`config.mk`:
```
export PLATFORM = sky130hd
export DESIGN_NAME = if_prefetch_queue
export DESIGN_NICKNAME = d
export VERILOG_FILES = /design/src/rtl/if_prefetch_queue_pkg.sv /design/src/rtl/if_prefetch_queue_fifo.sv /design/src/rtl/if_prefetch_queue.sv
export SDC_FILE = /design/constraint.sdc
export NUM_CORES = 1
export LEC_CHECK = 0
export BUFFER_PORTS_ARGS = -buffer_cell sky130_fd_sc_hd__buf_4
export CORE_MARGIN = 5
export CORE_UTILIZATION = 50
export DETAILED_ROUTE_END_ITERATION = 7
export PLACE_DENSITY = 0.8
export SLEW_MARGIN = 0
export SYNTH_ARGS = -nofsm -noshare
export SYNTH_HDL_FRONTEND = slang
export SYNTH_SLANG_ARGS = --single-unit
export TNS_END_PERCENT = 5
```
`constraint.sdc`:
```
create_clock -name clk -period 3.97 [get_ports clk]
set_input_delay 0.794 -clock clk [delete_from_list [all_inputs] [get_ports clk]]
set_output_delay 0.794 -clock clk [all_outputs]
set_load 0.05 [all_outputs]
```
`src/rtl/if_prefetch_queue_pkg.sv`:
```
// Shared constants for the instruction-fetch front end.
//   XLEN_DEFAULT      default data/address width
//   RESET_PC_DEFAULT  default first fetch address after reset
//   INST_NOP          canonical RV32I nop (addi x0, x0, 0)
//   opcode_e          major opcodes of the I/S/B instruction formats
package if_prefetch_queue_pkg;

    localparam int          XLEN_DEFAULT     = 32;
    localparam int          INST_W           = 32;
    localparam logic [31:0] RESET_PC_DEFAULT = 32'h0000_0000;
    localparam logic [31:0] INST_NOP         = 32'h0000_0013;
    localparam int          PC_STEP          = 4;

    typedef enum logic [6:0] {
        OPC_ITYPE = 7'b0010011,
        OPC_STYPE = 7'b0100011,
        OPC_BTYPE = 7'b1100011
    } opcode_e;

endpackage

```
`src/rtl/if_prefetch_queue_fifo.sv`:
```
// Synchronous FIFO with extra-MSB pointers. Used for both the per-request
// pc tags and the {inst, pc} queue in front of decode.
//   clk, rst_n   clock, asynchronous active-low reset
//   clear        synchronous flush; wins over push and pop
//   push, wdata  write side; a push while full is accepted only with a pop
//   pop, rdata   read side; rdata is the current head (undefined when empty)
//   full, empty  status flags
//   count        current occupancy, 0..DEPTH
module inst_fifo #(
    parameter int WIDTH = 32,
    parameter int DEPTH = 2
) (
    input  logic                     clk,
    input  logic                     rst_n,
    input  logic                     clear,
    input  logic                     push,
    input  logic [WIDTH-1:0]         wdata,
    input  logic                     pop,
    output logic [WIDTH-1:0]         rdata,
    output logic                     full,
    output logic                     empty,
    output logic [$clog2(DEPTH):0]   count
);

    localparam int AW = $clog2(DEPTH);

    logic [AW:0]      wr_ptr_q, wr_ptr_d;
    logic [AW:0]      rd_ptr_q, rd_ptr_d;
    logic [WIDTH-1:0] mem_q [DEPTH];
    logic             do_push;
    logic             do_pop;

    assign empty = (wr_ptr_q == rd_ptr_q);
    assign full  = (wr_ptr_q[AW] != rd_ptr_q[AW]) &&
                   (wr_ptr_q[AW-1:0] == rd_ptr_q[AW-1:0]);
    assign count = wr_ptr_q - rd_ptr_q;
    assign rdata = mem_q[rd_ptr_q[AW-1:0]];

    // The head slot is only overwritten at the clock edge, so a push into a
    // full FIFO is safe when the head is being popped in the same cycle.
    assign do_pop  = pop && !empty && !clear;
    assign do_push = push && (!full || do_pop) && !clear;

    always_comb begin
        wr_ptr_d = wr_ptr_q;
        rd_ptr_d = rd_ptr_q;
        if (clear) begin
            wr_ptr_d = '0;
            rd_ptr_d = '0;
        end else begin
            if (do_push) wr_ptr_d = wr_ptr_q + 1'b1;
            if (do_pop)  rd_ptr_d = rd_ptr_q + 1'b1;
        end
    end

    always_ff @(posedge clk or negedge rst_n) begin
        if (!rst_n) begin
            wr_ptr_q <= '0;
            rd_ptr_q <= '0;
        end else begin
            wr_ptr_q <= wr_ptr_d;
            rd_ptr_q <= rd_ptr_d;
        end
    end

    // Storage needs no reset: nothing reads a slot before it is written.
    always_ff @(posedge clk) begin
        if (do_push) mem_q[wr_ptr_q[AW-1:0]] <= wdata;
    end

endmodule

```
`src/rtl/if_prefetch_queue.sv`:
```
// Instruction-fetch front end: owns the fetch PC, issues in-order imem
// requests under a credit limit, buffers returned words and presents
// {inst, pc} to decode. A redirect flushes the queue and arranges for
// the responses of already-issued requests to be discarded.
//   imem_req_*   request channel (valid/ready), word-aligned address
//   imem_resp_*  response channel, in order, no backpressure
//   redirect_*   flush and restart fetch at redirect_pc (low bits ignored)
//   id_*         head of queue toward decode (valid/ready)
//
// Handshakes: a transfer happens on a rising edge where valid && ready.
// valid never depends on ready; once raised, imem_req_valid/addr and
// id_valid/inst/pc hold until the transfer, except that a redirect
// withdraws both (decode flushes together with this block).
module if_prefetch_queue
    import if_prefetch_queue_pkg::*;
#(
    parameter int              XLEN     = XLEN_DEFAULT,
    parameter int              DEPTH    = 2,
    parameter logic [XLEN-1:0] RESET_PC = XLEN'(RESET_PC_DEFAULT)
) (
    input  logic              clk,
    input  logic              rst_n,
    output logic              imem_req_valid,
    input  logic              imem_req_ready,
    output logic [XLEN-1:0]   imem_req_addr,
    input  logic              imem_resp_valid,
    input  logic [31:0]       imem_resp_data,
    input  logic              redirect_valid,
    input  logic [XLEN-1:0]   redirect_pc,
    output logic              id_valid,
    input  logic              id_ready,
    output logic [31:0]       id_inst,
    output logic [XLEN-1:0]   id_pc
);

    localparam int            CW         = $clog2(DEPTH) + 1;
    localparam int            QW         = INST_W + XLEN;
    localparam logic [CW:0]   CREDIT_MAX = (CW + 1)'(DEPTH);

    // Holds off requests for the first cycle after reset release.
    logic             en_q, en_d;
    logic [XLEN-1:0]  fetch_pc_q, fetch_pc_d;
    logic [CW-1:0]    outstanding_q, outstanding_d;
    logic [CW-1:0]    drop_cnt_q, drop_cnt_d;

    logic             req_fire;
    logic             resp_keep;
    logic             id_fire;
    logic [CW:0]      in_flight;

    logic [XLEN-1:0]  tag_pc;
    logic             tag_full, tag_empty;
    logic [CW-1:0]    tag_count;

    logic [QW-1:0]    q_rdata;
    logic             q_full, q_empty;
    logic [CW-1:0]    q_count;

    // Every issued request holds a queue slot until its word is consumed,
    // so the queue can never overflow.
    always_comb begin
        in_flight      = {1'b0, q_count} + {1'b0, outstanding_q};
        imem_req_valid = en_q && !redirect_valid && (in_flight < CREDIT_MAX);
    end

    assign imem_req_addr = fetch_pc_q;
    assign req_fire      = imem_req_valid && imem_req_ready;
    assign resp_keep     = imem_resp_valid && (drop_cnt_q == '0) && !redirect_valid;
    assign id_valid      = !q_empty;
    assign id_fire       = id_valid && id_ready && !redirect_valid;
    assign id_inst       = q_empty ? 32'h0 : q_rdata[QW-1:XLEN];
    assign id_pc         = q_empty ? '0 : q_rdata[XLEN-1:0];

    always_comb begin
        en_d          = 1'b1;
        fetch_pc_d    = fetch_pc_q;
        outstanding_d = outstanding_q + CW'(req_fire) - CW'(imem_resp_valid);
        drop_cnt_d    = drop_cnt_q;

        if (redirect_valid) begin
            fetch_pc_d = redirect_pc & ~XLEN'(3);
            // Everything still outstanding after this cycle predates the
            // redirect; those responses are the next ones to arrive.
            drop_cnt_d = outstanding_d;
        end else begin
            if (req_fire) fetch_pc_d = fetch_pc_q + XLEN'(PC_STEP);
            if (imem_resp_valid && (drop_cnt_q != '0)) drop_cnt_d = drop_cnt_q - CW'(1);
        end
    end

    always_ff @(posedge clk or negedge rst_n) begin
        if (!rst_n) begin
            en_q          <= 1'b0;
            fetch_pc_q    <= RESET_PC;
            outstanding_q <= '0;
            drop_cnt_q    <= '0;
        end else begin
            en_q          <= en_d;
            fetch_pc_q    <= fetch_pc_d;
            outstanding_q <= outstanding_d;
            drop_cnt_q    <= drop_cnt_d;
        end
    end

    // Address of each issued request, consumed by its response (kept or
    // dropped), so it is never flushed by a redirect.
    inst_fifo #(.WIDTH(XLEN), .DEPTH(DEPTH)) u_tag_fifo (
        .clk   (clk),
        .rst_n (rst_n),
        .clear (1'b0),
        .push  (req_fire),
        .wdata (fetch_pc_q),
        .pop   (imem_resp_valid),
        .rdata (tag_pc),
        .full  (tag_full),
        .empty (tag_empty),
        .count (tag_count)
    );

    inst_fifo #(.WIDTH(QW), .DEPTH(DEPTH)) u_inst_queue (
        .clk   (clk),
        .rst_n (rst_n),
        .clear (redirect_valid),
        .push  (resp_keep),
        .wdata ({imem_resp_data, tag_pc}),
        .pop   (id_fire),
        .rdata (q_rdata),
        .full  (q_full),
        .empty (q_empty),
        .count (q_count)
    );

    a_credit: assert property (@(posedge clk) disable iff (!rst_n) in_flight <= CREDIT_MAX);
    a_drop:   assert property (@(posedge clk) disable iff (!rst_n) drop_cnt_q <= outstanding_q);
    a_tags:   assert property (@(posedge clk) disable iff (!rst_n) tag_count == outstanding_q);
    a_resp:   assert property (@(posedge clk) disable iff (!rst_n) imem_resp_valid |-> !tag_empty);
    a_issue:  assert property (@(posedge clk) disable iff (!rst_n) req_fire |-> !tag_full);
    a_push:   assert property (@(posedge clk) disable iff (!rst_n) resp_keep |-> (!q_full || id_fire));

endmodule
```
# After elaboration in Yosys (flattened, before gate mapping)
# Memory sizes are Yosys's and may differ from the RTL's.
# Index checks and enable logic that the tools add are counted.
dict set report totals {
  reg_bits 45
  ramBits 192
  inputBits 70
  output_inout_bits 98
  memories 2
}
# name words word_bits read_ports rd_clocked_by_memory_dff wr line_no
set mem_list {}
lappend mem_list {u_inst_queue.mem_q 2 64 1 0 1 if_prefetch_queue_fifo.sv:29} ;# logic [WIDTH-1:0] mem_q [DEPTH];
lappend mem_list {u_tag_fifo.mem_q 2 32 1 0 1 if_prefetch_queue_fifo.sv:29}
dict set report classes {
  n_addsub 10
  n_lt_le_gt_ge 1
  eq_ne 6
  n_mux 14
  n_reduce_logical 29
}
# operator count
set ops {}
lappend ops {{two-way mux 32 bit} 4}
lappend ops {{adder 32 x 3 -> 32 bit (second input constant)} 1}
lappend ops {{logical AND 1 bit} 16}
lappend ops {{two-way mux 2 bit} 6}
lappend ops {{nonzero test 2 bit} 5}
lappend ops {{adder 2 x 1 -> 2 bit (second input constant)} 4}
lappend ops {{zero test 1 bit} 5}
lappend ops {{equality test 2 bit} 2}
lappend ops {{two-way mux 1 bit} 4}
lappend ops {{adder 2 x 2 -> 3 bit} 1}
lappend ops {{less-than comparator 3 x 2 -> 1 bit (second input constant)} 1}
lappend ops {{adder 2 x 1 -> 2 bit} 1}
lappend ops {{equality test 1 bit} 2}
lappend ops {{zero test 2 bit} 1}
lappend ops {{logical OR 1 bit} 2}
lappend ops {{inequality test 1 bit} 2}
lappend ops {{subtractor 2 x 1 -> 2 bit} 1}
lappend ops {{subtractor 2 x 1 -> 2 bit (second input constant)} 1}
lappend ops {{subtractor 2 bit} 1}

# Longest topological paths before layout
# Gate-level depths: netlist of the first run.
dict set report depth {
  word_depth 11
  depth_mapped 15
  ltp_nobuf 14
}

# Cells and area by module
# From an unflattened synthesis of the first run, not the netlist that was laid out.
dict set report hier_totals {
  cells_unflattened 679
  area_unflattened_um2 10054.6
}
# module instances cells_per_inst area_each_um2 seq_area_each_um2
set modules_own_cells {}
lappend modules_own_cells {{inst_fifo (u_inst_queue)} 1 235 4909.7 3943.8}
lappend modules_own_cells {{inst_fifo (u_tag_fifo)} 1 135 2605.0 2021.9}
lappend modules_own_cells {if_prefetch_queue 1 309 2539.9 875.8}

# Least setup slack after synthesis of the first run
# OpenSTA, ideal clock, no wires.
dict set report synth_timing {
  kind {reg-to-reg}
  start {register u_inst_queue.wr_ptr_q[0]}
  end {memory u_tag_fifo.mem_q[0][10], enable pin}
  setup_time_ns 0.416
  arrival_time_ns 3.252
  required_time_ns 3.554
  slack_ns 0.302
  path_stages_with_launch 10
  n_path_buf 1
  period_less_slack_ns 3.668
  path_cell_list {dfrtp_1 inv_1 ha_1 nand2b_1 fa_1 nand4b_4 nor2_4 inv_2 clkbuf_1 a211oi_2}
}
dict set report synth_between {
  elab_chain_cells 8
}
# element line_no
set synth_lines {}
lappend synth_lines {{start: declaration} if_prefetch_queue_fifo.sv:27} ;# logic [AW:0] wr_ptr_q, wr_ptr_d;
lappend synth_lines {{start signal: assignment} if_prefetch_queue_fifo.sv:61} ;# wr_ptr_q <= wr_ptr_d;
lappend synth_lines {{subtractor 2 bit} if_prefetch_queue_fifo.sv:36} ;# assign count = wr_ptr_q - rd_ptr_q;
lappend synth_lines {{adder 2 x 2 -> 3 bit} if_prefetch_queue.sv:62} ;# in_flight = {1'b0, q_count} + {1'b0, outstanding_q};
lappend synth_lines {{less-than comparator 3 x 2 -> 1 bit} if_prefetch_queue.sv:63} ;# imem_req_valid = en_q && !redirect_valid && (in_flight < CREDIT_MAX);
lappend synth_lines {{logical AND 1 bit} if_prefetch_queue.sv:63}
lappend synth_lines {{logical AND 1 bit} if_prefetch_queue.sv:67} ;# assign req_fire = imem_req_valid && imem_req_ready;
lappend synth_lines {{logical AND 1 bit} if_prefetch_queue_fifo.sv:42} ;# assign do_push = push && (!full || do_pop) && !clear;
lappend synth_lines {{two-way mux 1 bit} if_prefetch_queue_fifo.sv:68} ;# if (do_push) mem_q[wr_ptr_q[AW-1:0]] <= wdata;
lappend synth_lines {{two-way mux 1 bit (not written as such)} if_prefetch_queue_fifo.sv:68}
lappend synth_lines {{end: declaration} if_prefetch_queue_fifo.sv:29}
# Every way passes these cells.

# Final worst setup path of the first run
dict set report layout_timing {
  start {register u_inst_queue.rd_ptr_q[0]}
  end {output port imem_req_valid}
}
dict set report layout_between {
  elab_chain_cells 4
}
# element line_no
set layout_lines {}
lappend layout_lines {{start: declaration} if_prefetch_queue_fifo.sv:28} ;# logic [AW:0] rd_ptr_q, rd_ptr_d;
lappend layout_lines {{start signal: assignment} if_prefetch_queue_fifo.sv:62} ;# rd_ptr_q <= rd_ptr_d;
lappend layout_lines {{subtractor 2 bit} if_prefetch_queue_fifo.sv:36}
lappend layout_lines {{adder 2 x 2 -> 3 bit} if_prefetch_queue.sv:62}
lappend layout_lines {{less-than comparator 3 x 2 -> 1 bit} if_prefetch_queue.sv:63}
lappend layout_lines {{logical AND 1 bit} if_prefetch_queue.sv:63}
lappend layout_lines {{end: declaration} if_prefetch_queue.sv:23} ;# output logic imem_req_valid,
# Every way passes these cells.

==> flow_metrics.tcl, run 1 <==
set metrics [dict create \
    ioPinCount 168 \
    grt_max_degree 65 \
    period_share_pct 81.43 \
    nets 874 \
    p_leak_nw 4.340 \
    slowest_stage "fa_1" \
    drt_pre_antenna_iters 5 \
    hold_buffers 0 \
    clock-sinks 227 \
    cts_setup_buffers 0 \
    crit_cells 6 \
    crit_family "adder cells" \
    synth_edf_count 184 \
    r2r_cells 8 \
    combPwrFrac_pct 39.7 \
    grt_pass1_vias 5935 \
    diodes 0 \
    synth_cell_types 51 \
    yosysWarnings 0 \
    detail_route.wl_per_cell_um 18.63 \
    clock_path_buffers 3 \
    cts-htree-levels 1 \
    grt_pass1_wl_um 31460 \
    cts_tree "done" \
    worst_slack_ns 0.7374 \
    synth_flop_cell "edfxtp_1" \
    worstSetupStartpointType "register" \
    final-max-slew-violation-count 0 \
    ys_ff_latch 227 \
    synth_top_area_cell "edfxtp_1" \
    vias_per_cell 5.482 \
    crit_type "register to primary output" \
    max_freq_mhz 309.3 \
    worst_slew_pin_slew_ns 1.141 \
    die_w_um 146.8 \
    gp_congestion 0.7833 \
    dieArea_um2 21560 \
    arrival_ns 2.44 \
    drc 0 \
    power.net_switching_mw 3.368 \
    synthDominantCellAreaShare_pct 59.03 \
    hold_viol_final 0 \
    syn-cell-area_um2 9360 \
    clk_pin_slew_worst_paths_ns 0.07 \
    antenna_found_initial 0 \
    final_core_util_pct 62.24 \
    post-place-ws_ns 0.8959 \
    switching_share_pct 39.04 \
    coreArea_um2 18580 \
    cap_viol_max_count 0 \
    worstPathBufferInverterCount 2 \
    slew_headroom_pct 23.91 \
    tns_ns 0 \
    p_int_mw 5.259 \
    setup_viol 0 \
    reg2reg_slack_ns 0.90 \
    numCtsBuffers 23 \
    syn_inst 634 \
    period_needed_ns 3.233 \
    rsz0062_at_grt "no" \
    required_ns 3.18 \
    ys_async_sr_fraction_pct 18.94 \
    chipHeight_um 146.8 \
    crit_path_end_kind "primary output" \
    numPortBuffers 161 \
    num_vias 5745 \
    skew_ns 0.009512 \
    clockRootBuffer "clkbuf_16" \
    yosysSeqAreaShare_pct 70.53 \
    synth.area.top_cells "edfxtp_1, dfrtp_1, mux2i_1" \
    drtIter0Drc 363 \
    drive_gt1_share_pct 31.08 \
    clock_latency_ns 0.50 \
    pwr-share-seq_pct 36.1 \
    hp-class "input port to async pin" \
    power_density_nw_per_um2 746.1 \
    antenna_left 0 \
    grt-ovfl-total 0 \
    wirelength_um 19530 \
    grt.total_usage_pct 18.05 \
    avgSynthCellArea_um2 14.76 \
    hpwl_um 12510 \
    initial_core_util_pct 50.38 \
    slowest_delay_ns 0.53 \
    rows 50 \
    peakVddDrop_v 0.0003719 \
    crit_chain "ha_1 > nand2b_1 > fa_1 > nand4b_4 > inv_1 > buf_4" \
    clock_power_share_pct 24.2 \
    path_max_fanout 3 \
    synthToLayoutAreaGrowth_pct 23.54 \
    design_area_um2 11560 \
    placed_area_um2 10830 \
    ctsResizeCount 0 \
    status "finished, final reports clean" \
    dp_cells 1007 \
    final_cells 1048 \
]
power by group through the flow:
stage | combinational [mW] | sequential [mW] | clock [mW]
detailed placement | 3.45 | 3.17 | 0
global placement | 3.41 | 3.15 | 0
global route | 3.63 | 3.15 | 2.23
finish | 3.43 | 3.12 | 2.08
CTS | 3.47 | 3.12 | 2.13
floorplan | 2.32 | 3.25 | 0
layout by cell type (no fill, tap or decap), drive strengths merged, types with 2 or more instances in the layout:
master and n:
edfxtp 184, buf 169, nor2 79, mux2i 65, dfrtp 43, nand2 40
mux2 31, clkbuf 29, nand3 25, o21ai 17, inv 16, o311ai 13
o211ai 11, clkinv 10, xnor2 9, nand4 9, and3 6, ha 5
conb 5, nor4 5, and2 5, a21oi 4, a22oi 4, a21o 3
a31o 3, a31oi 3, nand2b 2, xor2 2, o31ai 2, bufinv 2
flip-flops by register name, indices dropped and copies added, names as in the netlist:
register	cells
drop_cnt_q	2
en_q	1
imem_req_addr	30
outstanding_q	2
u_inst_queue.mem_q	124
u_inst_queue.rd_ptr_q	2
u_inst_queue.wr_ptr_q	2
u_tag_fifo.mem_q	60
u_tag_fifo.rd_ptr_q	2
u_tag_fifo.wr_ptr_q	2
routing by layer:
metal	track usage [%]	vias up	wire length, um	part of all wire [%]
met3	3.146	42	1307	6.7
met5	0	-	0	0
met4	6.303	0	591	3.0
met2	30.35	199	9492	49
met1	23.87	2817	8134	42
li1	-	2687	-	-
logic make-up (layout without fill, tap and decap cells):
group / Yosys count / in the layout / synth area share (%)
xor gates and xnor gates: 11 / 11 / 1.029
DFF: 227 / 227 / 70.53
other: 2 / 5 / 0.08023
muxes: 96 / 96 / 10.68
adders and majority gates: 6 / 6 / 0.8822
buffers and inverters: 49 / 226 / 2.206
and+or+nand+nor: 177 / 177 / 9.571
AOI/OAI and AO/OA: 66 / 66 / 5.026
per-stage QoR:
stage          power, mW  hold WS (ns)
2_1_floorplan      5.576        0.4984
3_3_place_gp       6.555        0.5358
3_5_place_dp       6.618        0.5348
4_1_cts            8.710        0.3014
5_1_grt            9.010        0.3345
6_report           8.628        0.2837
layout make-up:
class | count | area [um^2]
multi-input cells | 361 | 2577
well taps | 234 | 292.8
inverters | 16 | 60.06
clock inverters | 12 | 106.4
flip-flops and latches | 227 | 6605
fillers | 1410 | 7017
clock buffers | 29 | 628.1
repair buffers | 169 | 1294
worst paths after layout:
path | from | to
max | u_inst_queue.rd_ptr_q[0]$_DFFE_PN0P_ | imem_req_valid
min | rst_n | imem_req_addr[29]$_DFFE_PN0P_
max reg2reg | u_inst_queue.rd_ptr_q[0]$_DFFE_PN0P_ | u_tag_fifo.mem_q[1][5]$_DFFE_PP_
min reg2reg | outstanding_q[0]$_DFF_PN0_ | outstanding_q[0]$_DFF_PN0_
max in group asynchronous | rst_n | u_inst_queue.rd_ptr_q[0]$_DFFE_PN0P_
min in group clk | imem_resp_data[20] | u_inst_queue.mem_q[0][52]$_DFFE_PP_
cells in the mapped netlist, drive strengths merged (11+ instances only):
cell type and number:
clkbuf 17, mux2 31, nor2 79, nand2 40, o21ai 17, inv 16
dfrtp 43, o211ai 11, buf 16, o311ai 13, edfxtp 184, mux2i 65
nand3 25
No activity file was read; power rests on OpenSTA's default activity.
==> run 2, diff against run 1 <==
- PLACE_DENSITY: 0.8 -> 0.83
- clock period: 3.97 -> 2.9 ns (I/O delays scaled with it)
==> flow_metrics.tcl, run 2 (same netlist as run 1, synthesis figures left out) <==
set metrics [dict create \
    status "finished, final reports clean" \
    largest_reg_flops 124 \
    arrival_ns 2.30 \
    r2r_cells 13 \
    r2r-start "u_inst_queue.rd_ptr_q[0]$_DFFE_PN0P_" \
    worst_slack_ns 0.02438 \
    die_w_um 146.8 \
    numCtsBuffers 24 \
    synthToLayoutAreaGrowth_pct 25.58 \
    startpoint "u_inst_queue.rd_ptr_q[0]$_DFFE_PN0P_" \
    grt_max_degree 56 \
    max_freq_mhz 347.8 \
    drtIter0Drc 377 \
    gp_congestion 0.8314 \
    worst_slew_pin_slew_ns 0.7771 \
    dieArea_um2 21560 \
    grt.total_usage_pct 18.58 \
    rows 50 \
    p_leak_nw 4.420 \
    clock_path_buffers 3 \
    grt_pass1_wl_um 32120 \
    crit_path_end_kind "primary output" \
    power_density_nw_per_um2 1023 \
    diodes 0 \
    cts_setup_buffers 0 \
    layout_common_cells "edfxtp_1, buf_4, nor2_1" \
    hold_buffers 0 \
    cts-htree-levels 1 \
    coreArea_um2 18580 \
    cap_viol_max_count 0 \
    antenna_found_initial 0 \
    required_ns 2.32 \
    drt_pre_antenna_iters 5 \
    final-max-slew-violation-count 0 \
    slew_headroom_pct 47.81 \
    peakVddDrop_v 0.0005896 \
    slowest_stage "fa_1" \
    numPortBuffers 161 \
    timing.rr.end "drop_cnt_q[1]$_DFFE_PN0P_" \
    grt-ovfl-total 0 \
    reg2reg_slack_ns 0.13 \
    final_common_cell "edfxtp_1" \
    wirelength_um 20070 \
    rsz0062_at_grt "yes" \
    worstSetupStartpointType "register" \
    period_share_pct 99.16 \
    period_needed_ns 2.876 \
    cts_tree "done" \
    vias_per_cell 5.513 \
    drc 0 \
    clk_pin_slew_worst_paths_ns 0.06 \
    worstSetupEndpoint "imem_req_valid" \
    skew_ns 0.01094 \
    hp-class "input port to async pin" \
    crit_type "register to primary output" \
    setup_viol 0 \
    initial_core_util_pct 50.38 \
    clock-sinks 227 \
    hold_viol_final 0 \
    post-place-ws_ns -0.1201 \
    path_max_fanout 3 \
    antenna_left 0 \
    ioPinCount 168 \
    chipHeight_um 146.8 \
    num_vias 5844 \
    nets 884 \
    clockRootBuffer "clkbuf_16" \
    slowest_delay_ns 0.53 \
    tns_ns 0 \
    detail_route.wl_per_cell_um 18.93 \
    hpwl_um 13370 \
    crit_chain "ha_4 > nand2b_4 > fa_1 > nand4b_4 > inv_4 > buf_8" \
    drive_gt1_share_pct 32.57 \
    final_core_util_pct 63.27 \
    clock_latency_ns 0.51 \
    grt_pass1_vias 5954 \
]
run 2: cell count changes in the layout (fill, tap and decap cells not counted), sizes merged:
cell      previous run  this run
inv                 16        17
clkinvlp             0         1
buf                169       178
clkbuf              29        30
run 2: where the power goes:
part | switching, mW | leakage [nW] | internal [mW]
sequential | 0.278 | 2.19 | 4.00
clock | 1.20 | 0.382 | 1.76
combinational | 3.22 | 1.85 | 1.56
total | 4.70 | 4.42 | 7.32
run 2: cell type report:
class	instances	area, um^2
fill	1362	6825
sequential	227	6605
multi-input combinational	361	2600
timing repair buffer	178	1423
clock buffer	30	644.4
tap	234	292.8
clock inverter	14	127.6
inverter	16	62.56
run 2: how the worst min path moves through the flow:
stage | cells after the start | slack, ns | to | from
after floorplan | 0 | 0.28 | drop_cnt_q[0]$_DFFE_PN0P_ | rst_n
after global placement | 1 | 0.54 | u_tag_fifo.rd_ptr_q[1]$_DFFE_PN0P_ | u_tag_fifo.rd_ptr_q[1]$_DFFE_PN0P_
after detailed placement | 1 | 0.55 | u_tag_fifo.rd_ptr_q[1]$_DFFE_PN0P_ | u_tag_fifo.rd_ptr_q[1]$_DFFE_PN0P_
after CTS | 1 | 0.08 | imem_req_addr[25]$_DFFE_PN0P_ | rst_n
after global routing | 1 | 0.11 | imem_req_addr[25]$_DFFE_PN0P_ | rst_n
final | 1 | 0.07 | imem_req_addr[29]$_DFFE_PN0P_ | rst_n
run 2: layer usage:
metal | track usage, % | part of all wire (%)
met1 | 24.13 | 40
met2 | 31.87 | 51
met3 | 3.917 | 7.0
met4 | 5.127 | 2.0
met5 | 0 | 0
run 2: worst max-delay path: cells and delay by family (launching register included):
kind | cells | cell delay, ns
adders and majority gates | 2 | 0.75
DFF | 1 | 0.49
buffers and inverters | 2 | 0.24
and+or+nand+nor | 2 | 0.29
run 2: stage by stage:
step / cell area, um^2 / hold slack (ns) / power [mW] / std cells
floorplan: 9409 / 0.2844 / 7.676 / 637
global placement: 10950 / 0.5356 / 9.042 / 1016
detailed placement: 10950 / 0.5459 / 9.135 / 1016
CTS: 11750 / 0.07667 / 12.12 / 1060
global route: 11760 / 0.1055 / 12.55 / 1060
finish: 11760 / 0.06870 / 12.02 / 1060
run 2: what timing repair did:
action / CTS / global route
endpoints found under the setup margin: 57 / 7
pin swaps: 2 / 0
gates resized for setup: 7 / 2
